--- src/rtl/uart_load_ctrl.sv ---
// Assembles UART byte pairs into 16-bit words and writes them to IMEM or DMEM,
// stalling the CPU while loading and returning one checksum byte per word.
//
// state   | meaning
// --------+-----------------------------------------------------------
// S_IDLE  | waiting for a hi byte with a valid target
// S_WAIT  | hi byte held, waiting for the lo byte (timeout running)
// S_WRITE | one-cycle memory write (or overflow drop) of {hi,lo}
module uart_load_ctrl #(
  parameter int ADDR_W      = 8,
  parameter int IMEM_DEPTH  = 256,
  parameter int DMEM_DEPTH  = 256,
  parameter int TIMEOUT_CYC = 312480
) (
  input  logic              clk,
  input  logic              reset,
  input  logic [7:0]        rx_data,
  input  logic              rx_valid,
  input  logic [1:0]        uart_sel,
  input  logic              err_clr,
  input  logic              tx_busy,
  output logic              tx_start,
  output logic [7:0]        tx_data,
  output logic              imem_we,
  output logic              dmem_we,
  output logic [ADDR_W-1:0] mem_addr,
  output logic [15:0]       mem_wdata,
  output logic              cpu_stall,
  output logic              err_ovf,
  output logic              err_tmo
);

  localparam int CNT_W = ADDR_W + 1;
  localparam int TMO_W = $clog2(TIMEOUT_CYC + 1);
  localparam logic [CNT_W-1:0] IMEM_LIM = CNT_W'(IMEM_DEPTH);
  localparam logic [CNT_W-1:0] DMEM_LIM = CNT_W'(DMEM_DEPTH);
  localparam logic [TMO_W-1:0] TMO_LAST = TMO_W'(TIMEOUT_CYC - 1);

  typedef enum logic [1:0] {
    S_IDLE,
    S_WAIT,
    S_WRITE
  } state_t;

  state_t           state, state_nxt;
  logic             tgt_dmem;
  logic [7:0]       hi_q, lo_q;
  logic [TMO_W-1:0] tmo_cnt;
  logic [CNT_W-1:0] imem_cnt, dmem_cnt;
  logic             last_valid, last_dmem;
  logic             tx_pend;

  logic             hi_take, lo_take, tmo_hit, new_dmem, clr_new;
  logic             eff_last_valid, eff_last_dmem;
  logic [CNT_W-1:0] cur_cnt, cur_lim;
  logic             cur_full, in_write;

  assign in_write = (state == S_WRITE);
  assign new_dmem = (uart_sel == 2'd2);
  // A hi byte is only recognised outside S_WAIT; in S_WAIT any byte is the lo byte.
  assign hi_take  = rx_valid && (state != S_WAIT) &&
                    ((uart_sel == 2'd1) || (uart_sel == 2'd2));
  assign lo_take  = rx_valid && (state == S_WAIT);
  assign tmo_hit  = (state == S_WAIT) && !rx_valid && (tmo_cnt == TMO_LAST);

  assign cur_cnt  = tgt_dmem ? dmem_cnt : imem_cnt;
  assign cur_lim  = tgt_dmem ? DMEM_LIM : IMEM_LIM;
  assign cur_full = (cur_cnt == cur_lim);

  // A hi byte landing in S_WRITE must see the target being written as last_tgt.
  assign eff_last_valid = in_write ? 1'b1     : last_valid;
  assign eff_last_dmem  = in_write ? tgt_dmem : last_dmem;
  assign clr_new = hi_take && !(eff_last_valid && (eff_last_dmem == new_dmem));

  assign mem_addr  = cur_cnt[ADDR_W-1:0];
  assign mem_wdata = {hi_q, lo_q};

  always_ff @(posedge clk or negedge reset) begin
    if (!reset) begin
      state <= S_IDLE;
    end else begin
      state <= state_nxt;
    end
  end

  always_comb begin
    state_nxt = state;
    imem_we   = 1'b0;
    dmem_we   = 1'b0;
    case (state)
      S_IDLE: begin
        if (hi_take) state_nxt = S_WAIT;
      end
      S_WAIT: begin
        if (rx_valid)     state_nxt = S_WRITE;
        else if (tmo_hit) state_nxt = S_IDLE;
      end
      S_WRITE: begin
        imem_we   = !cur_full && !tgt_dmem;
        dmem_we   = !cur_full &&  tgt_dmem;
        state_nxt = hi_take ? S_WAIT : S_IDLE;
      end
      default: state_nxt = S_IDLE;
    endcase
  end

  always_ff @(posedge clk or negedge reset) begin
    if (!reset) begin
      tgt_dmem <= 1'b0;
      hi_q     <= 8'h00;
      lo_q     <= 8'h00;
      tmo_cnt  <= '0;
    end else begin
      if (hi_take) begin
        tgt_dmem <= new_dmem;
        hi_q     <= rx_data;
        tmo_cnt  <= '0;
      end else if (state == S_WAIT) begin
        tmo_cnt  <= tmo_cnt + TMO_W'(1);
      end
      if (lo_take) lo_q <= rx_data;
    end
  end

  // Clear and increment never hit the same counter in one cycle: an increment
  // implies that target is the effective last_tgt, which suppresses the clear.
  always_ff @(posedge clk or negedge reset) begin
    if (!reset) begin
      imem_cnt   <= '0;
      dmem_cnt   <= '0;
      last_valid <= 1'b0;
      last_dmem  <= 1'b0;
    end else begin
      if (clr_new && !new_dmem)
        imem_cnt <= '0;
      else if (in_write && !tgt_dmem && (imem_cnt != IMEM_LIM))
        imem_cnt <= imem_cnt + CNT_W'(1);

      if (clr_new && new_dmem)
        dmem_cnt <= '0;
      else if (in_write && tgt_dmem && (dmem_cnt != DMEM_LIM))
        dmem_cnt <= dmem_cnt + CNT_W'(1);

      if (in_write) begin
        last_valid <= 1'b1;
        last_dmem  <= tgt_dmem;
      end
    end
  end

  always_ff @(posedge clk or negedge reset) begin
    if (!reset) begin
      tx_pend  <= 1'b0;
      tx_start <= 1'b0;
      tx_data  <= 8'h00;
    end else begin
      tx_start <= 1'b0;
      if (in_write) begin
        tx_pend <= 1'b1;
        tx_data <= hi_q ^ lo_q;
      end else if (tx_pend && !tx_busy) begin
        tx_start <= 1'b1;
        tx_pend  <= 1'b0;
      end
    end
  end

  always_ff @(posedge clk or negedge reset) begin
    if (!reset) begin
      err_ovf   <= 1'b0;
      err_tmo   <= 1'b0;
      cpu_stall <= 1'b0;
    end else begin
      if (in_write && cur_full) err_ovf <= 1'b1;
      else if (err_clr)         err_ovf <= 1'b0;

      if (tmo_hit)      err_tmo <= 1'b1;
      else if (err_clr) err_tmo <= 1'b0;

      cpu_stall <= (uart_sel != 2'd0) || (state != S_IDLE) || tx_pend;
    end
  end

endmodule

--- config.mk ---
export PLATFORM = sky130hd
export DESIGN_NAME = uart_load_ctrl
export DESIGN_NICKNAME = d
export VERILOG_FILES = /design/src/rtl/uart_load_ctrl.sv
export SDC_FILE = /design/constraint.sdc
export NUM_CORES = 1
export LEC_CHECK = 0
export CAP_MARGIN = 10
export CELL_PAD_IN_SITES_DETAIL_PLACEMENT = 0
export CELL_PAD_IN_SITES_GLOBAL_PLACEMENT = 1
export CORE_MARGIN = 10
export CORE_UTILIZATION = 35
export CTS_CLUSTER_SIZE = 24
export DETAILED_ROUTE_END_ITERATION = 10
export PLACE_DENSITY = 0.74
export SYNTH_ARGS = -nofsm -noshare
export SYNTH_HDL_FRONTEND = slang
export SYNTH_SLANG_ARGS = --single-unit
--- constraint.sdc ---
create_clock -name clk -period 2.6 [get_ports clk]
set_input_delay 0.52 -clock clk [delete_from_list [all_inputs] [get_ports clk]]
set_output_delay 0.52 -clock clk [all_outputs]
set_load 0.03 [all_outputs]
* Word-level counts from Yosys, hierarchy flattened
Cells that the tools add are included.
** Storage, ports and cells
- Bits in registers :: 71
- Output and inout port bits :: 38
- Word-level logic and storage cells :: 90
** Cells by class
- $add $sub $neg :: 3
- Eq/ne operators :: 12
- Muxes and demuxes :: 23
- Bitwise operators :: 1
- Reductions and logical operators :: 36
** Operator list (number)
- $mux W9 :: 5
- $mux W19 :: 2
- $add A19 B1 Y19 const B :: 1
- $eq A19 B19 Y1 const B :: 1
- $add A9 B1 Y9 const B :: 2
- $ne A9 B9 Y1 const B :: 2
- $logic_and A1 B1 Y1 :: 17
- $reduce_bool A2 Y1 :: 8
- $mux W1 :: 12
- $eq A9 B9 Y1 const B :: 1
- $xor A8 B8 Y8 :: 1
- $logic_not A1 Y1 :: 6
- $mux W2 :: 3
- $pmux W2 S3 :: 1
- $eq A2 B1 Y1 const B :: 2
- $eq A2 B2 Y1 const B :: 2
- $logic_or A1 B1 Y1 :: 3
- $ne A3 B3 Y1 const B :: 1
- $logic_not A2 Y1 :: 1
- $ne A2 B1 Y1 const B :: 1
- $ne A2 B2 Y1 const B :: 1
- $reduce_and A2 Y1 :: 1
- $eq A1 B1 Y1 :: 1

* Longest topological paths before layout
- Depth in word-level cells :: 8
- Gate-level depth with buffers :: 7

* Worst setup path after synthesis
No wires, ideal clock.
- Path kind :: flip-flop to output port
- From :: register tgt_dmem
- To :: output port imem_we
- Data arrival time :: 1.634 ns
- Path slack :: 0.446 ns
- Stages on the path, launching flop included :: 6
- Buffers on the path :: 1
- Cells stage by stage :: dfrtp_1 > clkbuf_1 > nor2_1 > a32oi_1 > nor2_1 > nor3_1
** On the way
- Longest elaborated chain between the ends :: 5
- Elaborated cells between the ends (all ways) :: 6
** RTL lines
- from (decl) :: line 46 : logic tgt_dmem;
- from (signal assigned) :: line 115 : tgt_dmem <= new_dmem;
- $mux W9 :: line 66 : assign cur_cnt = tgt_dmem ? dmem_cnt : imem_cnt;
- $eq A9 B9 Y1 :: line 68 : assign cur_full = (cur_cnt == cur_lim);
- $logic_not A1 Y1 :: line 99 : imem_we = !cur_full && !tgt_dmem;
- $logic_and A1 B1 Y1 (*) :: line 99
- $mux W1 (*) :: line 90 : case (state)
- to (decl) :: line 24 : output logic imem_we,
Mark *: on every way between the ends. The rest lies on a longest branch, timed or not.

* Final worst setup path
- From :: register tgt_dmem
- To :: output port mem_addr[3]
** On the way
- Longest elaborated chain between the ends :: 1
** RTL lines
- $mux W9 :: line 66
- to (decl) :: line 26 : output logic [ADDR_W-1:0] mem_addr,
Every way passes these cells.

==> metrics.cfg <==
[sta]
setup_tns_ns = 0
hold_viol = 0
drv_slew = 0
skew_ns = 0.0104
max_freq_mhz = 401
worst_pin_slew_ns = 0.703
slew_headroom_pct = 52.7
period_minus_slack_ns = 2.49
setup_violations = 0
period_share_pct = 95.9
grt_setup_unrepaired = no

[floorplanning]
die_x_um = 120
start_util_pct = 35.8
die_area_um2 = 14400
core_area_um2 = 9770
rows = 36
chipHeight_um = 120
ioPinCount = 53

[setup_path]
worst-r2r-setup-slack_ns = 0.50
worstSetupPathType = flip-flop to output port
slowest_stage = clkdlybuf4s50_1
end_kind = output port
required_ns = 2.08
cp.depth = 3
crit_buf_inv = 2
cp_max_fo = 11
worstPathArrival_ns = 1.97
reg2reg_from = tmo_cnt[0]
endpoint = mem_addr[3]
reg2reg_to = tmo_cnt[14]
rr_worst_depth = 5
critPathMaxStageDelay_ns = 0.60
cp_cell_sequence = buf_4 > mux2_2 > clkdlybuf4s50_1
crit_path_start_kind = flip-flop
startpoint = tgt_dmem
crit_family = buffers and inverters

[finish]
drive_gt1_share_pct = 13.4
area_growth_pct = 29.5
antenna_cells = 0
fin_cells = 565
finalInstanceArea_um2 = 4530
fin_nets = 449

[detailed_routing]
drc = 0
routedWlPerCell_um = 15.4
wl_um = 8720
drtIter0Drc = 132
via_per_inst = 4.88
vias = 2757
postRouteAntennaNets = 0
first_pass_iters = 4

[clock_tree]
clk_path_buf_depth = 2
root_buffer = clkbuf_8
cts_buffers = 9
cts_tree = done
cts.sinks = 71
clk_pin_slew_ns = 0.08
h-tree-depth = 3
clk_latency_ns = 0.34

[placement]
gp_congestion = 0.845
dp.final_hpwl_um = 6320
io_buffers = 52
placed_area_um2 = 4290
dp.cells = 549

[global_route]
grt_overflow = 0
grt_use_total_pct = 12.4
first_global_vias = 2867
antenna_found_initial = 0
grt_pass1_wl_um = 14700
grt_max_degree = 72

[power_and_ir_drop]
seq_power_share_pct = 37.6
ir_drop_mv = 0.518
power.density_nw_per_um2 = 984
combinationalPowerShare_pct = 40.0
total_leakage_power_nw = 1.97
power.switching_mw = 1.71
power.clock.fraction_pct = 22.4
intPower_mw = 2.74
power_switching_share_pct = 38.4

[synthesis]
synth_top_flop_cell = dfrtp_1
synthCells = 356
synth-async-reset-ratio_pct = 100
syn_area_um2 = 3500
synthTopCellsByArea = dfrtp_1 (51%), xnor2_1 (6.3%), nand2_1 (6.1%)
yosysWarnings = 0
synth_most_common_cell = dfrtp_1
synth-seq-area-share_pct = 50.8
synth_area_leader_cell = dfrtp_1
syn_avg_cell_area_um2 = 9.82
netlist.area_leader.share_pct = 50.8
ys_ff_latch = 71
synthTopCellsByCount = dfrtp_1 (71), nand2_1 (57), nor2_1 (29)
yosysUniqueCellTypes = 44
synth_nets = 378
synth_edf_count = 0

[hold_path]
holdCritPathClass = input pin to async pin

[run_status]
status = finished clean

[run]
max_cap_viol_count = 0

[timing repair]
item / in CTS / in global routing
hold buffers: 0 / 0
buffers inserted: 0 / 0
endpoints found under the setup margin: 1 / 0
gates resized for setup: 2 / 0
[cell families (layout without fill, tap and decap cells)]
group           count (synthesis)  after routing  share of synthesized area (%)
simple gates                  165            165                           23.7
flops                          71             71                           50.8
compound gates                 40             40                           7.55
buf+inv                        28            104                           3.01
xor+xnor                       27             27                           6.76
mux                            18             18                           5.65
fa+ha+maj                       7              7                           2.51
[power by group through the flow]
stage / sequential, mW / clock [mW] / combinational [mW]
detailed placement: 1.69 / 0 / 1.79
floorplan: 1.92 / 0 / 0.774
finish: 1.67 / 0.998 / 1.78
CTS: 1.67 / 1.03 / 1.80
global route: 1.73 / 1.08 / 1.93
global placement: 1.68 / 0 / 1.79
[state kept, by name, summed over array words and instances (netlist names), 2 cells and up]
name and count:
lo_q 8, imem_cnt 9, tmo_cnt 19, tx_data 8, dmem_cnt 9, hi_q 8, state 2
[through the flow]
step                      power, mW  util, %  worst slack (ns)  hold slack [ns]
final                          4.45     46.3             0.105            0.191
after CTS                      4.51     46.3            0.0922            0.211
after detailed placement       3.48     43.9             0.149            0.470
after global routing           4.74     46.3           0.00730            0.223
after floorplan                2.69        -             0.446            0.224
after global placement         3.47     43.9             0.183            0.462
[cell type report]
class	count	area (um^2)
Inverter	16	60.1
Sequential cell	71	1780
Clock inverter	7	104
Timing Repair Buffer	72	674
Tap cell	133	166
Clock buffer	9	124
Multi-Input combinational cell	257	1620
Fill cell	971	5250
[per-layer routing]
metal / GRT usage, % / part of all wire, %
met1: 16.1 / 48
met2: 19.5 / 46
met3: 4.50 / 5.4
met4: 2.26 / 0.73
met5: 0 / 0
[cell usage in the layout, fill, tap and decap left out, drive strengths merged, types with 3 or more instances in the layout]
cell	n
mux2i	4
nor4	7
clkinv	3
clkdlybuf4s50	49
mux2	14
nand2b	4
or3	4
dfrtp	71
nand2	57
clkbuf	9
nand4	6
nand3b	4
ha	7
a21oi	4
xnor2	25
buf	22
o31ai	3
inv	18
o21ai	18
nand3	17
and3b	4
nor3	16
nor2	29
nand4b	3
[how the worst min path moves through the flow]
| stage | from | to | slack (ns) | cells past startpoint |
|---|---|---|---|---|
| global placement | tx_data[3] | tx_data[3] | 0.46 | 2 |
| CTS | reset | tx_data[2] | 0.21 | 2 |
| global route | reset | tx_start | 0.22 | 2 |
| floorplan | reset | cpu_stall | 0.22 | 0 |
| finish | reset | imem_cnt[7] | 0.19 | 2 |
| detailed placement | tx_data[3] | tx_data[3] | 0.47 | 2 |
Note: power is estimated with default switching activity, not from simulation.
